`src/rtl/mem_port_arbiter_pkg.sv`:
```
// Shared types and fetch command constants for the unified-memory port arbiter.
package mem_port_arbiter_pkg;

  typedef enum logic [1:0] {
    IDLE,
    REQ,
    RESP
  } arb_state_t;

  typedef enum logic {
    OWN_FETCH,
    OWN_DATA
  } arb_owner_t;

  localparam logic [3:0] FETCH_BE = 4'hF;
  localparam logic       FETCH_WE = 1'b0;

endpackage

```
`src/rtl/mem_port_arbiter.sv`:
```
// Single-transaction arbiter sharing one memory port between instruction fetch
// and the load/store unit; data has fixed priority over fetch.
module mem_port_arbiter
  import mem_port_arbiter_pkg::*;
#(
  parameter int XLEN       = 32,
  parameter int ADDR_WIDTH = 32
) (
  input  logic                  clk,
  input  logic                  rst,
  input  logic                  if_req_i,
  input  logic [ADDR_WIDTH-1:0] if_addr_i,
  input  logic                  if_kill_i,
  output logic                  if_done_o,
  output logic [XLEN-1:0]       if_rdata_o,
  input  logic                  dm_req_i,
  input  logic                  dm_we_i,
  input  logic [3:0]            dm_be_i,
  input  logic [ADDR_WIDTH-1:0] dm_addr_i,
  input  logic [XLEN-1:0]       dm_wdata_i,
  output logic                  dm_done_o,
  output logic [XLEN-1:0]       dm_rdata_o,
  output logic                  mem_req_o,
  output logic                  mem_we_o,
  output logic [3:0]            mem_be_o,
  output logic [ADDR_WIDTH-1:0] mem_addr_o,
  output logic [XLEN-1:0]       mem_wdata_o,
  input  logic                  mem_ready_i,
  input  logic                  mem_rvalid_i,
  input  logic [XLEN-1:0]       mem_rdata_i,
  output logic                  stall_f_o,
  output logic                  stall_m_o
);

  arb_state_t            state_q, state_d;
  arb_owner_t            owner_q, owner_d;
  logic                  kill_q, kill_d;
  logic                  we_q, we_d;
  logic [3:0]            be_q, be_d;
  logic [ADDR_WIDTH-1:0] addr_q, addr_d;
  logic [XLEN-1:0]       wdata_q, wdata_d;
  logic                  if_done_q, if_done_d;
  logic                  dm_done_q, dm_done_d;
  logic [XLEN-1:0]       if_rdata_q, if_rdata_d;
  logic [XLEN-1:0]       dm_rdata_q, dm_rdata_d;
  logic                  kill_hit;

  assign kill_hit = if_kill_i && (owner_q == OWN_FETCH);

  always_comb begin
    state_d    = state_q;
    owner_d    = owner_q;
    kill_d     = kill_q;
    we_d       = we_q;
    be_d       = be_q;
    addr_d     = addr_q;
    wdata_d    = wdata_q;
    if_rdata_d = if_rdata_q;
    dm_rdata_d = dm_rdata_q;
    if_done_d  = 1'b0;
    dm_done_d  = 1'b0;
    case (state_q)
      IDLE: begin
        // A requester whose done pulse is showing now is still holding its
        // request; skipping it here prevents a duplicate issue.
        if (dm_req_i && !dm_done_q) begin
          owner_d = OWN_DATA;
          we_d    = dm_we_i;
          be_d    = dm_be_i;
          addr_d  = dm_addr_i;
          wdata_d = dm_wdata_i;
          kill_d  = 1'b0;
          state_d = REQ;
        end else if (if_req_i && !if_done_q) begin
          owner_d = OWN_FETCH;
          we_d    = FETCH_WE;
          be_d    = FETCH_BE;
          addr_d  = if_addr_i;
          wdata_d = '0;
          kill_d  = 1'b0;
          state_d = REQ;
        end
      end
      REQ: begin
        if (kill_hit) kill_d = 1'b1;
        if (mem_ready_i) state_d = RESP;
      end
      RESP: begin
        if (kill_hit) kill_d = 1'b1;
        if (mem_rvalid_i) begin
          state_d = IDLE;
          kill_d  = 1'b0;
          if (owner_q == OWN_DATA) begin
            dm_rdata_d = mem_rdata_i;
            dm_done_d  = 1'b1;
          end else if (!(kill_q || if_kill_i)) begin
            if_rdata_d = mem_rdata_i;
            if_done_d  = 1'b1;
          end
        end
      end
      default: state_d = IDLE;
    endcase
  end

  always_ff @(posedge clk) begin
    if (rst) begin
      state_q    <= IDLE;
      owner_q    <= OWN_FETCH;
      kill_q     <= 1'b0;
      we_q       <= 1'b0;
      be_q       <= '0;
      addr_q     <= '0;
      wdata_q    <= '0;
      if_done_q  <= 1'b0;
      dm_done_q  <= 1'b0;
      if_rdata_q <= '0;
      dm_rdata_q <= '0;
    end else begin
      state_q    <= state_d;
      owner_q    <= owner_d;
      kill_q     <= kill_d;
      we_q       <= we_d;
      be_q       <= be_d;
      addr_q     <= addr_d;
      wdata_q    <= wdata_d;
      if_done_q  <= if_done_d;
      dm_done_q  <= dm_done_d;
      if_rdata_q <= if_rdata_d;
      dm_rdata_q <= dm_rdata_d;
    end
  end

  assign mem_req_o   = (state_q == REQ);
  assign mem_we_o    = we_q;
  assign mem_be_o    = be_q;
  assign mem_addr_o  = addr_q;
  assign mem_wdata_o = wdata_q;
  assign if_done_o   = if_done_q;
  assign if_rdata_o  = if_rdata_q;
  assign dm_done_o   = dm_done_q;
  assign dm_rdata_o  = dm_rdata_q;
  assign stall_f_o   = if_req_i && !if_done_q;
  assign stall_m_o   = dm_req_i && !dm_done_q;

  // The load/store unit may not abandon a granted data access.
  dm_req_held: assert property (@(posedge clk) disable iff (rst)
    ((state_q != IDLE) && (owner_q == OWN_DATA)) |-> dm_req_i);

endmodule

```
`config.mk`:
```
export PLATFORM = sky130hd
export DESIGN_NAME = mem_port_arbiter
export DESIGN_NICKNAME = d
export VERILOG_FILES = /design/src/rtl/mem_port_arbiter_pkg.sv /design/src/rtl/mem_port_arbiter.sv
export SDC_FILE = /design/constraint.sdc
export NUM_CORES = 1
export LEC_CHECK = 0
export ABC_AREA = 1
export CAP_MARGIN = 25
export CORE_UTILIZATION = 43
export DETAILED_ROUTE_END_ITERATION = 7
export GPL_ROUTABILITY_DRIVEN = 0
export PLACE_DENSITY = 0.86
export SYNTH_ARGS = -nofsm -noshare
export SYNTH_HDL_FRONTEND = slang
export SYNTH_SLANG_ARGS = --single-unit
```
`constraint.sdc`:
```
create_clock -name clk -period 3.4 [get_ports clk]
set_clock_uncertainty 0.2 [all_clocks]
set_input_delay 0.51 -clock clk [delete_from_list [all_inputs] [get_ports clk]]
set_output_delay 0.51 -clock clk [all_outputs]
set_load 0.01 [all_outputs]
```
==> impl_metrics.tcl <==
set metrics [dict create \
    design.final.nets 1138 \
    timing_max_transition_violations_final 0 \
    detail-route-antenna-nets 0 \
    fp.dieH_microns 114.7 \
    cellLeakagePower_nw 3.461 \
    max_freq_mhz 370.8 \
    most_frequent_cells_in_the_layout "sky130_fd_sc_hd__clkdlybuf4s50_1, sky130_fd_sc_hd__nand2_1, sky130_fd_sc_hd__dfxtp_1" \
    detail_route.iter0.violations 368 \
    remaining_drc_errors 0 \
    grt_usage 0.2615 \
    mostFrequentLayoutCell "sky130_fd_sc_hd__clkdlybuf4s50_1" \
    max_cap_violations 0 \
    post-cts-setup-buffer-count 0 \
    number_of_top_level_pins 278 \
    grt.overflow.total 0 \
    avgSynthCellArea_sq_um 7.390 \
    number_of_cells_produced_by_synthesis 739 \
    power_per_cell_area_mw_per_mm2 566.0 \
    route.vias.total 5647 \
    ctsResizeCount 0 \
    cts.clk_slew.worst_paths_ns 0.06 \
    ir_worst_vdd_v 0.0003423 \
    clock_tree.htree_level_count 4 \
    start_util 0.4472 \
    synth_seq_area_share 0.5095 \
    worst-setup-path-type "input pin to primary output" \
    placement_rows 40 \
    post_cts_hold_buffer_count 0 \
    wire_length_of_the_first_global_routing_pass_microns 26610 \
    grt_pass1_vias 5334 \
    yosys_warnings 0 \
    min-delay-path-class "register to register" \
    timing.final.setup_violations 0 \
    critical_path.endpoint_type "primary output" \
    die_area_sq_mm 0.01316 \
    critPathArrivalTime_ns 1.99 \
    rsz_0062_raised_after_global_routing "no" \
    tritoncts_clock_tree "done" \
    dieWidth_microns 114.7 \
    cts-root-buf "sky130_fd_sc_hd__clkbuf_16" \
    final_layout_size_suffix_gt1_frac 0.05164 \
    area.growth.synth_to_final_pct 62.41 \
    critPathMaxFanout 35 \
    detailedPlace.worstSlack_ns 0.6919 \
    hold-worst-slack_ns 0.2425 \
    clock_sink_total 139 \
    worst_max_slew_margin_expressed_relative_to_the_limit 0.5911 \
    io_buffers 277 \
    vias_per_cell 4.802 \
    route.detailed.wl_per_inst_microns 14.59 \
    cts_made_buffers 17 \
    finalCriticalPeriod_ns 2.697 \
    drt_first_pass_iters 4 \
    synth.cell_area_sq_mm 0.005461 \
    cts_buffer_depth 2 \
    clock_insertion_delay_worst_skew_ns 0.42 \
    grt_antenna_before_repair 1 \
    ys_ff_latch 139 \
    synth.distinct_cells 19 \
    run_status "completed" \
    worstPathRequired_ns 2.69 \
    final.period_utilization 0.7931 \
    critical_path.startpoint_type "input pin" \
    wirelength_microns 17160 \
    setup_ws_ns 0.7034 \
    final_util 0.7263 \
    core_sq_mm 0.01221 \
    fin_tns_setup_ns 0 \
    timing_hold_violations_final 0 \
    grt_start_max_net_pins 64 \
    syn-num-nets 883 \
    hpwl_microns 11760 \
    worst_slew_pin_slew_ns 0.6125 \
]
## critical path: stages
cell and delay (ns):
sky130_fd_sc_hd__clkdlybuf4s50_1 0.50, sky130_fd_sc_hd__nand2_4 0.24, sky130_fd_sc_hd__inv_4 0.17, sky130_fd_sc_hd__clkdlybuf4s50_1 0.55
## power by group
group | switching, mW | internal (mW)
Combinational | 0.579 | 0.600
Sequential | 0.0903 | 1.80
Clock | 0.685 | 1.26
Total | 1.35 | 3.67
## cell usage after synthesis
library cell / number / share of area
sky130_fd_sc_hd__o21ai_0: 94 / 0.086
sky130_fd_sc_hd__inv_2: 3 / 0.0021
sky130_fd_sc_hd__nand3_1: 4 / 0.0037
sky130_fd_sc_hd__buf_1: 4 / 0.0027
sky130_fd_sc_hd__inv_1: 43 / 0.030
sky130_fd_sc_hd__ha_1: 4 / 0.0092
sky130_fd_sc_hd__dfxtp_1: 139 / 0.51
sky130_fd_sc_hd__nand2_4: 1 / 0.0021
sky130_fd_sc_hd__clkbuf_2: 2 / 0.0018
sky130_fd_sc_hd__o21ai_1: 6 / 0.0055
sky130_fd_sc_hd__buf_2: 17 / 0.016
sky130_fd_sc_hd__inv_4: 1 / 0.0011
sky130_fd_sc_hd__buf_6: 8 / 0.016
sky130_fd_sc_hd__clkbuf_1: 14 / 0.0096
sky130_fd_sc_hd__a21oi_1: 105 / 0.096
sky130_fd_sc_hd__nor2_1: 107 / 0.074
sky130_fd_sc_hd__nand2_1: 176 / 0.12
sky130_fd_sc_hd__nand2_2: 4 / 0.0046
sky130_fd_sc_hd__buf_4: 7 / 0.0096
## metal layers
metal,GRT usage,up-vias,part of all wire
li1,-,2866,-
met1,0.2915,2534,0.39
met3,0.07729,45,0.074
met4,0.1359,0,0.038
met2,0.4529,202,0.49
met5,0,-,0
## kinds of logic (layout without fill, tap and decap cells)
group                    after synthesis  count (layout)  synth area share
AO/OA/AOI/OAI                        205             205            0.1879
adder cells (fa/ha/maj)                4               4          0.009164
buffers and inverters                 99             367           0.08866
flip-flops                           139             139            0.5095
other                                  0               1                 0
AND/OR/NAND/NOR                      292             292            0.2048
## flip-flops by register name (all words and copies together), names as in the netlist
register	flops
dm_rdata_o	32
if_rdata_o	32
mem_addr_o	32
mem_wdata_o	32
mem_be_o	4
state_q	2
dm_done_o	1
if_done_o	1
kill_q	1
mem_we_o	1
owner_q	1
## final timing paths
| kind | start | to | slack (ns) | depth (start not counted) |
|---|---|---|---|---|
| setup / recovery | dm_req_i | stall_m_o | 0.70 | 4 |
| hold / removal | dm_rdata_o[17]$_SDFFE_PP0P_ | dm_rdata_o[17]$_SDFFE_PP0P_ | 0.24 | 2 |
| setup reg to reg | state_q[0]$_SDFFE_PP0P_ | mem_wdata_o[5]$_SDFFE_PP0P_ | 1.19 | 7 |
| hold reg to reg | dm_rdata_o[17]$_SDFFE_PP0P_ | dm_rdata_o[17]$_SDFFE_PP0P_ | 0.24 | 2 |
## final cells by class
| cell class | count | area (sq um) |
|---|---|---|
| Fill cell | 989 | 3342 |
| Timing Repair Buffer | 288 | 2868 |
| Sequential cell | 139 | 2783 |
| Multi-Input combinational cell | 501 | 2200 |
| Clock buffer | 21 | 460.4 |
| Tap cell | 168 | 210.2 |
| Inverter | 47 | 178.9 |
| Clock inverter | 11 | 167.7 |
| Antenna cell | 1 | 2.502 |
## metrics by stage
step,cells,area (sq um),total power [mW]
after detailed placement,1143,8239,3.098
after global routing,1176,8870,5.257
final,1176,8870,5.021
after global placement,1143,8239,3.074
after floorplan,739,5461,2.518
after CTS,1175,8867,5.046
Power figures use the tool's default switching activity.
